$ cat src/rtl/ones_pkg.sv
// Shared definitions for the ones-counter family: FSM state encodings,
// default vector width and a reusable population-count function.
package ones_pkg;

    localparam int WIDTH_DEF = 4;
    localparam int W_MAX     = 8;

    typedef logic [1:0] state_t;

    localparam logic [1:0] ST_IDLE = 2'd0;
    localparam logic [1:0] ST_SCAN = 2'd1;
    localparam logic [1:0] ST_EMIT = 2'd2;
    localparam logic [1:0] ST_DONE = 2'd3;

    // Callers zero-extend narrower vectors; the result always fits in 4 bits.
    function automatic logic [3:0] popcount(input logic [W_MAX-1:0] x);
        logic [3:0] sum;
        sum = '0;
        for (int i = 0; i < W_MAX; i++) begin
            sum = sum + {3'b000, x[i]};
        end
        return sum;
    endfunction

endpackage

$ cat src/rtl/ones_popcount.sv
// Combinational population count of a WIDTH-bit vector into CNT_W bits.
import ones_pkg::*;

module ones_popcount #(
    parameter int WIDTH = WIDTH_DEF,
    parameter int CNT_W = $clog2(WIDTH + 1)
) (
    input  logic [WIDTH-1:0] x,
    output logic [CNT_W-1:0] ones
);

    logic [W_MAX-1:0] x_ext;
    logic [3:0]       full;

    always_comb begin
        x_ext            = '0;
        x_ext[WIDTH-1:0] = x;
    end

    assign full = popcount(x_ext);
    assign ones = full[CNT_W-1:0];

endmodule

$ cat src/rtl/ones_pattern_gen.sv
// Enumerates every WIDTH-bit vector with a requested number of ones over a
// valid/ready stream. Define ONES_GEN_DESC_EN to enumerate in descending order.
import ones_pkg::*;

module ones_pattern_gen #(
    parameter int WIDTH = WIDTH_DEF,
    parameter int CNT_W = $clog2(WIDTH + 1)
) (
    input  logic             clk,
    input  logic             rst_n,
    input  logic             start,
    input  logic [CNT_W-1:0] count,
    output logic [WIDTH-1:0] v,
    output logic             v_valid,
    input  logic             v_ready,
    output logic             busy,
    output logic             done,
    output logic             err
);

    // Stream contract: v is presented with v_valid; a vector is consumed on a
    // rising edge where v_valid && v_ready, and v/v_valid stay stable until then.

    localparam logic [WIDTH-1:0] ALL_ONES  = '1;
    localparam logic [WIDTH-1:0] STEP      = WIDTH'(1);
    localparam logic [CNT_W:0]   MAX_COUNT = (CNT_W + 1)'(WIDTH);

`ifdef ONES_GEN_DESC_EN
    localparam logic [WIDTH-1:0] CAND_INIT = ALL_ONES;
    localparam logic [WIDTH-1:0] CAND_LAST = '0;
`else
    localparam logic [WIDTH-1:0] CAND_INIT = '0;
    localparam logic [WIDTH-1:0] CAND_LAST = ALL_ONES;
`endif

    state_t           state;
    logic [WIDTH-1:0] cand;
    logic [WIDTH-1:0] cand_next;
    logic [CNT_W-1:0] cnt_q;
    logic [CNT_W-1:0] ones;

`ifdef ONES_GEN_DESC_EN
    assign cand_next = cand - STEP;
`else
    assign cand_next = cand + STEP;
`endif

    ones_popcount #(
        .WIDTH (WIDTH),
        .CNT_W (CNT_W)
    ) u_popcount (
        .x    (cand),
        .ones (ones)
    );

    // The terminal check precedes the step, so cand never wraps.
    always_ff @(posedge clk or negedge rst_n) begin
        if (!rst_n) begin
            state   <= ST_IDLE;
            cand    <= '0;
            cnt_q   <= '0;
            v       <= '0;
            v_valid <= 1'b0;
            err     <= 1'b0;
        end else begin
            err <= 1'b0;
            case (state)
                ST_IDLE: begin
                    if (start) begin
                        if ({1'b0, count} > MAX_COUNT) begin
                            err <= 1'b1;
                        end else begin
                            cnt_q <= count;
                            cand  <= CAND_INIT;
                            state <= ST_SCAN;
                        end
                    end
                end
                ST_SCAN: begin
                    if (ones == cnt_q) begin
                        v       <= cand;
                        v_valid <= 1'b1;
                        state   <= ST_EMIT;
                    end else if (cand == CAND_LAST) begin
                        state <= ST_DONE;
                    end else begin
                        cand <= cand_next;
                    end
                end
                ST_EMIT: begin
                    if (v_ready) begin
                        v_valid <= 1'b0;
                        if (cand == CAND_LAST) begin
                            state <= ST_DONE;
                        end else begin
                            cand  <= cand_next;
                            state <= ST_SCAN;
                        end
                    end
                end
                default: state <= ST_IDLE;
            endcase
        end
    end

    assign busy = (state != ST_IDLE);
    assign done = (state == ST_DONE);

endmodule

$ cat config.mk
export PLATFORM = sky130hd
export DESIGN_NAME = ones_pattern_gen
export DESIGN_NICKNAME = d
export VERILOG_FILES = /design/src/rtl/ones_pkg.sv /design/src/rtl/ones_popcount.sv /design/src/rtl/ones_pattern_gen.sv
export SDC_FILE = /design/constraint.sdc
export NUM_CORES = 1
export LEC_CHECK = 0
export CAP_MARGIN = 20
export CORE_MARGIN = 4
export CORE_UTILIZATION = 45
export CTS_CLUSTER_SIZE = 30
export DETAILED_ROUTE_END_ITERATION = 12
export GPL_ROUTABILITY_DRIVEN = 0
export MAX_ROUTING_LAYER = met4
export PLACE_DENSITY = 0.77
export SKIP_CTS_REPAIR_TIMING = 1
export SYNTH_ARGS = -nofsm -noshare
export SYNTH_HDL_FRONTEND = slang
export SYNTH_SLANG_ARGS = --single-unit
$ cat constraint.sdc
create_clock -name clk -period 2.95 [get_ports clk]
set_input_delay 0.4425 -clock clk [delete_from_list [all_inputs] [get_ports clk]]
set_output_delay 0.4425 -clock clk [all_outputs]
set_load 0.1 [all_outputs]
After elaboration in Yosys (flattened, before gate mapping)
Index checks and enable logic that the tools add are counted.
Widths: inputs -> output; s select.

storage, ports and cells
  register bits = 15
  word-level logic and storage cells = 51

operators by class
  reduce and logical (&&, ||, !) cells = 9
  equality and inequality tests = 11
  magnitude comparators = 1
  muxes and demuxes = 19
  add/subtract/negate cells = 4
  bitwise gates (word level) = 1

operator list
  cell                 count
  $mux 4               5
  $mux 2               6
  $pmux 4 s3           1
  $ne 2x2->1 const B   5
  $add 3x1->3          2
  $pmux 2 s3           1
  $reduce_and 3->1     2
  $mux 1               5
  $reduce_and 5->1     1
  $add 4x1->4 const B  1
  $eq 2x2->1 const B   2
  $eq 4x4->1 const B   1
  $reduce_and 4->1     1
  $reduce_bool 2->1    2
  $eq 3x3->1           1
  $gt 3x3->1 const B   1
  $ne 3x3->1 const B   1
  $reduce_bool 3->1    1
  $add 1x1->2          1
  $eq 2x1->1 const B   1
  $logic_not 2->1      1
  $pmux 1 s2           1
  $reduce_and 2->1     1
  $not 1->1            1

Logic depth before layout (Yosys ltp)
Gate-level depths: netlist of run 1.

  depth in word-level cells = 6
  gate-level depth with buffers = 10

Hierarchy
A second synthesis of run 1 with hierarchy kept.

second synthesis, totals
  cell total of the unflattened synthesis = 78
  area, all modules = 898.4 µm²

by module, submodules not included
  module            times used  cells an instance  sequential area each (µm²)  area each (µm²)
  ones_pattern_gen  1           70                 375.4                       834.6
  ones_popcount     1           8                  0.0                         63.8

Worst setup path after synthesis of run 1
OpenSTA, ideal clock, no wires.

  path type = flip-flop to flip-flop
  from = register cand[0]
  to = register state[0]
  stages on the path, launching flop included = 10
  buffers on the path = 0
  clock period less this slack = 2354 ps
  required time = 2825 ps
  slack = 596 ps
  data arrival time = 2229 ps
  path through = dfrtp_1 ha_1 inv_1 fa_1 inv_1 ha_1 xnor2_1 a31o_2 o21ai_1 mux2_2

between the ends
  cells in the longest elaborated chain, start to end = 6
  elaborated cells between the ends (all ways) = 9

ends and longest elaborated chain
  what                                                      RTL line                source
  start: declaration                                        ones_pattern_gen.sv:37  logic [WIDTH-1:0] cand;
  start signal: assignment                                  ones_pattern_gen.sv:87  cand <= cand_next;
  start signal: assignment                                  ones_pattern_gen.sv:96  cand <= cand_next;
  $add 1x1->2                                               ones_pkg.sv:20          sum = sum + {3'b000, x[i]};
  $add 3x1->3 (2 in a row)                                  ones_pkg.sv:20
  $eq 3x3->1                                                ones_pattern_gen.sv:80  if (ones == cnt_q) begin
  $ne 3x3->1 (no line) or $mux 2 (tied branches)            --
  $reduce_and 4->1 (no line) or $pmux 2 s3 (tied branches)  --
  end signal: assignment                                    ones_pattern_gen.sv:83  state <= ST_EMIT;
  end signal: assignment                                    ones_pattern_gen.sv:85  state <= ST_DONE;
  end signal: assignment                                    ones_pattern_gen.sv:94  state <= ST_DONE;
  end: declaration                                          ones_pattern_gen.sv:36  state_t state;

Several ways; a longest one is shown, not always the timed one.
A chain may end at the register's enable or synchronous reset.

Worst setup path after layout of run 1
Ends and elaborated chain as after synthesis.

==> results of run 1 <==
metrics by stage:
step | utilization, % | cell area [um2] | hold WS (ns) | worst slack (ns) | std cells
2_1_floorplan | - | 893 | 0.147 | 0.596 | 84
3_3_place_gp | 58.2 | 1050 | 0.462 | 0.545 | 123
3_5_place_dp | 58.2 | 1050 | 0.471 | 0.491 | 123
4_1_cts | 59.7 | 1070 | 0.493 | 0.475 | 127
5_1_grt | 59.7 | 1070 | 0.525 | 0.319 | 127
6_report | 59.7 | 1070 | 0.484 | 0.461 | 127
sequential cells by signal, indices dropped and copies added (netlist names):
signal	count
cand	4
v	4
cnt_q	3
state	2
err	1
v_valid	1
kinds of logic after synthesis:
| kind of cell | Yosys count |
|---|---|
| buf+inv | 10 |
| simple gates | 25 |
| compound gates | 17 |
| flops | 15 |
| fa+ha+maj | 8 |
| xor+xnor | 3 |
| mux | 6 |
Yosys cell counts (all sizes together) (2+ instances only):
master   count  area, um2
dfrtp       15        375
inv          9       33.8
ha           7       87.6
nand2        7       26.3
nor2b        6       37.5
mux2         5       60.1
o21ai        4       20.0
nor2         3       11.3
o2bb2ai      3       26.3
a21oi        2       10.0
and3         2       12.5
nor3b        2       26.3
xnor2        2       17.5
worst max-delay path, stage by stage, from the launching register on:
cell and delay (ns):
dfrtp_1 0.42, ha_1 0.30, inv_1 0.05, fa_1 0.35
inv_1 0.06, ha_1 0.22, xnor2_1 0.15, a31o_2 0.28
o21ai_1 0.19, mux2_2 0.36
metal layers:
| layer | global-route usage [%] | up-vias |
|---|---|---|
| met4 | 5.11 | 0 |
| li1 | - | 331 |
| met3 | 3.70 | 2 |
| met5 | - | - |
| met1 | 19.6 | 310 |
| met2 | 21.7 | 16 |
area by class of cell:
class	count	area [um2]	area share (%)
Clock buffer	4	26.3	2.44
Inverter	9	33.8	3.14
Multi-Input combinational cell	59	480	44.7
Sequential cell	15	375	34.9
Tap cell	25	31.3	2.91
Timing Repair Buffer	15	128	11.9
path summary, 6_finish.rpt:
| path | slack, ns | from | endpoint | cells past startpoint |
|---|---|---|---|---|
| worst max-delay path | 0.46 | cand[0]$_DFFE_PN0P_ | state[0]$_DFFE_PN0P_ | 9 |
| worst min-delay path | 0.48 | v[3]$_DFFE_PN0P_ | v[3]$_DFFE_PN0P_ | 2 |
| worst max register to register | 0.46 | cand[0]$_DFFE_PN0P_ | state[0]$_DFFE_PN0P_ | 9 |
| worst min register to register | 0.48 | v[3]$_DFFE_PN0P_ | v[3]$_DFFE_PN0P_ | 2 |
| max in group asynchronous | 1.95 | rst_n | cand[3]$_DFFE_PN0P_ | 1 |
| min in group asynchronous | 0.57 | rst_n | cand[0]$_DFFE_PN0P_ | 1 |
==> run_results.csv, run 1 <==
group,metric,value,unit
status,outcome,"finished, final reports clean",
grt,first_global_vias,639,
logic_synthesis,post_synth.cell_area_avg,10.6,um2
cells_and_area,area_delta_synth_final,20.3,%
timing,finalCritPeriodShare,84.4,%
timing,totalNegativeSetupSlack,0,ns
floorplanning,rows,15,
timing,max_clock_freq,0.402,GHz
timing,skew,0.00342,ns
timing,worst-slew-pin-transition,0.680,ns
worst_setup_path,setup.worst_path.end_class,"flip-flop",
grt,grt_pass1_wl,2.93,mm
clock_tree,clockRootBuffer,"clkbuf_4",
clock_tree,clock_h_tree_levels,1,
logic_synthesis,synth_top_family_by_area,"simple AND/OR/NAND/NOR gates",
clock_tree,cts_tree,"yes",
routing,met3_length,80,um
logic_synthesis,yosysWarningCount,0,
clock_tree,cts_num_sinks,15,
logic_synthesis,asyncSetResetFlopFracSynth,100,%
grt,grt_antenna_before_repair,0,
routing,wl_per_cell,12.5,um
timing,report.final.hold_viol_count,0,
logic_synthesis,post_synth_mux_area_share,7.84,%
cells_and_area,fill_cell_total_of_the_finished_layout,173,
floorplanning,num_io_pins,15,
timing,report.final.setup_viol,0,
floorplanning,die_outline_height,52.6,um
routing,top_layer,"met4",
logic_synthesis,synth_enable_flop_cells,0,
clock_tree,tritoncts.num_buffers,3,
logic_synthesis,synth-simple-area-share,16.9,%
clock_tree,path_clk_slew,0.09,ns
grt,grt_util_all_layers,14.7,%
logic_synthesis,yosys.area_share.adder,12.0,%
logic_synthesis,synth_xor_area_share,2.94,%
logic_synthesis,synth.yosys.seq_area_share,42.0,%
clock_tree,clock_path_buffers,2,
cells_and_area,post_route_cells_drive_above_1_share,18.6,%
flow_run,maxCapViolCount,0,
cells_and_area,fin_nets,118,
routing,dr.pass1.iters,4,
routing,initialDrtViolationCount,5,
logic_synthesis,synth_cell_types,33,
worst_setup_path,cp.required,3.12,ns
routing,remaining_drc_errors,0,
logic_synthesis,postSynth.topFlopCell,"dfrtp_1",
timing,period_needed,2.49,ns
logic_synthesis,synth.net_count,99,
cells_and_area,layout.cells.most_common_list,"dfrtp_1, inv_1, buf_4",
timing,grt_setup_unrepaired,"false",
timing,slew_viol_final,0,
routing,route.final.wire_length,1.59,mm
routing,wl_met1,781,um
worst_setup_path,criticalPathCategory,"flip-flop to flip-flop",
timing,timing.max_slew.rel_slack,54.5,%
worst_setup_path,critPathMaxFanout,5,
cells_and_area,layout_commonest_cell,"dfrtp_1",
floorplanning,chipWidth,52.6,um
placement,io_buffers,14,
routing,detail_route.vias_per_cell,5.19,
routing,met2RoutedLength,713,um
grt,grt_overflow,0,
logic_synthesis,netlist_instances,84,
floorplanning,placeableCoreArea,1800,um2
placement,dp_hpwl,1.24,mm
routing,detailroute.via_count,659,
logic_synthesis,ys_ff_latch,15,
grt,pin_count_of_the_biggest_net_entering_global_routing,16,
floorplanning,fp.dieArea,2760,um2
worst_setup_path,worstSetupStartpointType,"flip-flop",
min_path,min-delay-path-class,"flip-flop to flip-flop",
logic_synthesis,synth_compound_area_share,14.0,%
routing,ant_nets,0,
worst_setup_path,critPathArrivalTime,2.66,ns
cells_and_area,antenna_cells,0,
logic_synthesis,syn_area,893,um2
clock_tree,clk_latency,0.28,ns
floorplanning,initial_cell_density_of_the_core,49.6,%
Power of run 1 is left out: the tool's default activity adds up to more than one toggle a clock period on the data nets, which glitch-free logic cannot reach.
==> inputs of run 2 (changes only) <==
==> constraint.sdc (replaced) <==
create_clock -name clk -period 2.3 [get_ports clk]
set_input_delay 0.345 -clock clk [delete_from_list [all_inputs] [get_ports clk]]
set_output_delay 0.345 -clock clk [all_outputs]
set_load 0.1 [all_outputs]
==> run 2 against run 1 <==
Effect of this change: the flow now finishes with violations (setup timing); cell area grew 9.4%; global-route usage down 0.62 points; highest routed layer unchanged; sequential share of layout area shrank 3.0 points; flip-flop and latch count unchanged; hold slack got worse by 0.030 ns.
==> run_results.csv, run 2 (synthesis results as in run 1) <==
group,metric,value,unit
status,outcome,"finished with violations",
status,violations,"setup timing",
worst_setup_path,worst_path_max_stage_delay,0.43,ns
routing,wl_per_cell,13.2,um
grt,grt_util_all_layers,14.1,%
worst_setup_path,critical_path.n_buffers_inverters,2,
worst_setup_path,critPathMaxFanout,3,
clock_tree,path_clk_slew,0.09,ns
timing,timing.max_slew.rel_slack,55.0,%
clock_tree,clock_path_buffers,2,
timing,period_needed,2.35,ns
clock_tree,clock_h_tree_levels,1,
worst_setup_path,criticalPathCategory,"flip-flop to flip-flop",
cells_and_area,area_delta_synth_final,31.7,%
clock_tree,clk_latency,0.29,ns
grt,pin_count_of_the_biggest_net_entering_global_routing,16,
worst_setup_path,critPathArrivalTime,2.53,ns
floorplanning,initial_cell_density_of_the_core,49.6,%
routing,initialDrtViolationCount,10,
cells_and_area,layout_commonest_cell,"dfrtp_1",
grt,first_global_vias,668,
floorplanning,die_outline_height,52.6,um
cells_and_area,layout.cells.most_common_list,"dfrtp_1, buf_4, inv_1, nand2_1",
grt,grt_antenna_before_repair,0,
floorplanning,rows,15,
worst_setup_path,worstSetupStartpointType,"flip-flop",
placement,dp_hpwl,1.35,mm
placement,dpl.cell_count,126,
clock_tree,cts_tree,"yes",
timing,slew_viol_final,0,
min_path,min-delay-path-class,"input pin to async pin",
flow_run,maxCapViolCount,0,
routing,remaining_drc_errors,0,
clock_tree,tritoncts.num_buffers,3,
timing,report.final.hold_viol_count,0,
clock_tree,cts_num_sinks,15,
floorplanning,placeableCoreArea,1800,um2
cells_and_area,fill_cell_total_of_the_finished_layout,149,
cells_and_area,fin_nets,124,
worst_setup_path,cp.required,2.48,ns
timing,grt_setup_unrepaired,"true",
cells_and_area,stdcell_count,133,
routing,detail_route.vias_per_cell,5.33,
timing,max_clock_freq,0.425,GHz
cells_and_area,final_core_util,65.3,%
timing,setup_slack,-0.0522,ns
cells_and_area,reg_top3,"cand: 4 flops, v: 4 flops, cnt_q: 3 flops",
placement,preCtsSetupSlack,-0.0812,ns
timing,finalCritPeriodShare,102,%
routing,dr.pass1.iters,4,
worst_setup_path,setup.worst_path.end_class,"flip-flop",
timing,worst-slew-pin-transition,0.673,ns
placement,io_buffers,14,
timing,report.final.setup_viol,1,
worst_setup_path,critical_path.slowest_cell,"dfrtp_1",
routing,ant_nets,0,
cells_and_area,antenna_cells,0,
worst_setup_path,crit_chain,"ha_4 -> inv_2 -> fa_2 -> inv_2 -> ha_4 -> xnor2_2 -> a31o_2 -> o21ai_2 -> mux2_4",
cells_and_area,post_route_cells_drive_above_1_share,30.6,%
timing,skew,0.00165,ns
floorplanning,num_io_pins,15,
floorplanning,chipWidth,52.6,um
grt,grt_overflow,0,
routing,detailroute.via_count,709,
clock_tree,clockRootBuffer,"clkbuf_4",
routing,route.final.wire_length,1.76,mm
grt,grt_pass1_wl,2.77,mm
floorplanning,fp.dieArea,2760,um2
worst_setup_path,path_delay_family,"adder cells",
[run 2: changes by cell type in the layout (fill, tap and decap cells not counted), moves of 2 or more]
cell	before	now
buf_4	9	14
ha_1	7	5
ha_4	0	2
inv_1	9	7
inv_2	0	2
[run 2: path summary, 6_finish.rpt]
| kind | from | to | slack (ns) | cells after the start |
|---|---|---|---|---|
| worst max register to register | cand[0]$_DFFE_PN0P_ | state[0]$_DFFE_PN0P_ | -0.05 | 9 |
| max in group asynchronous | rst_n | v[3]$_DFFE_PN0P_ | 1.42 | 1 |
| min in group clk | v[3]$_DFFE_PN0P_ | v[3]$_DFFE_PN0P_ | 0.49 | 2 |
| worst max-delay path | cand[0]$_DFFE_PN0P_ | state[0]$_DFFE_PN0P_ | -0.05 | 9 |
| worst min-delay path | rst_n | cand[1]$_DFFE_PN0P_ | 0.45 | 1 |
| worst min register to register | v[3]$_DFFE_PN0P_ | v[3]$_DFFE_PN0P_ | 0.49 | 2 |
[run 2: per-layer routing]
metal / wire length [um] / global-route usage, % / vias to the layer above
met3: 87 / 2.85 / 9
met1: 789 / 17.3 / 341
met4: 59 / 6.38 / 0
met5: 0 / - / -
met2: 825 / 22.3 / 17
li1: - / - / 342
[run 2: through the flow]
step | hold slack, ns | instance area, um2 | TNS [ns]
after floorplan | 0.0494 | 898 | 0
after global placement | 0.464 | 1090 | 0
after CTS | 0.493 | 1110 | -0.335
after detailed placement | 0.474 | 1090 | -0.211
final | 0.454 | 1180 | -0.0522
after global routing | 0.517 | 1180 | -0.212
[run 2: final cells by class]
| type | count | area, um2 | area share [%] |
|---|---|---|---|
| clock buffer | 3 | 22.5 | 1.91 |
| clock inverter | 1 | 5.00 | 0.426 |
| inverter | 9 | 33.8 | 2.87 |
| multi-input combinational | 59 | 523 | 44.5 |
| sequential | 15 | 375 | 31.9 |
| tap | 25 | 31.3 | 2.66 |
| timing repair buffer | 21 | 185 | 15.7 |
Power of run 2 is left out for the same reason.
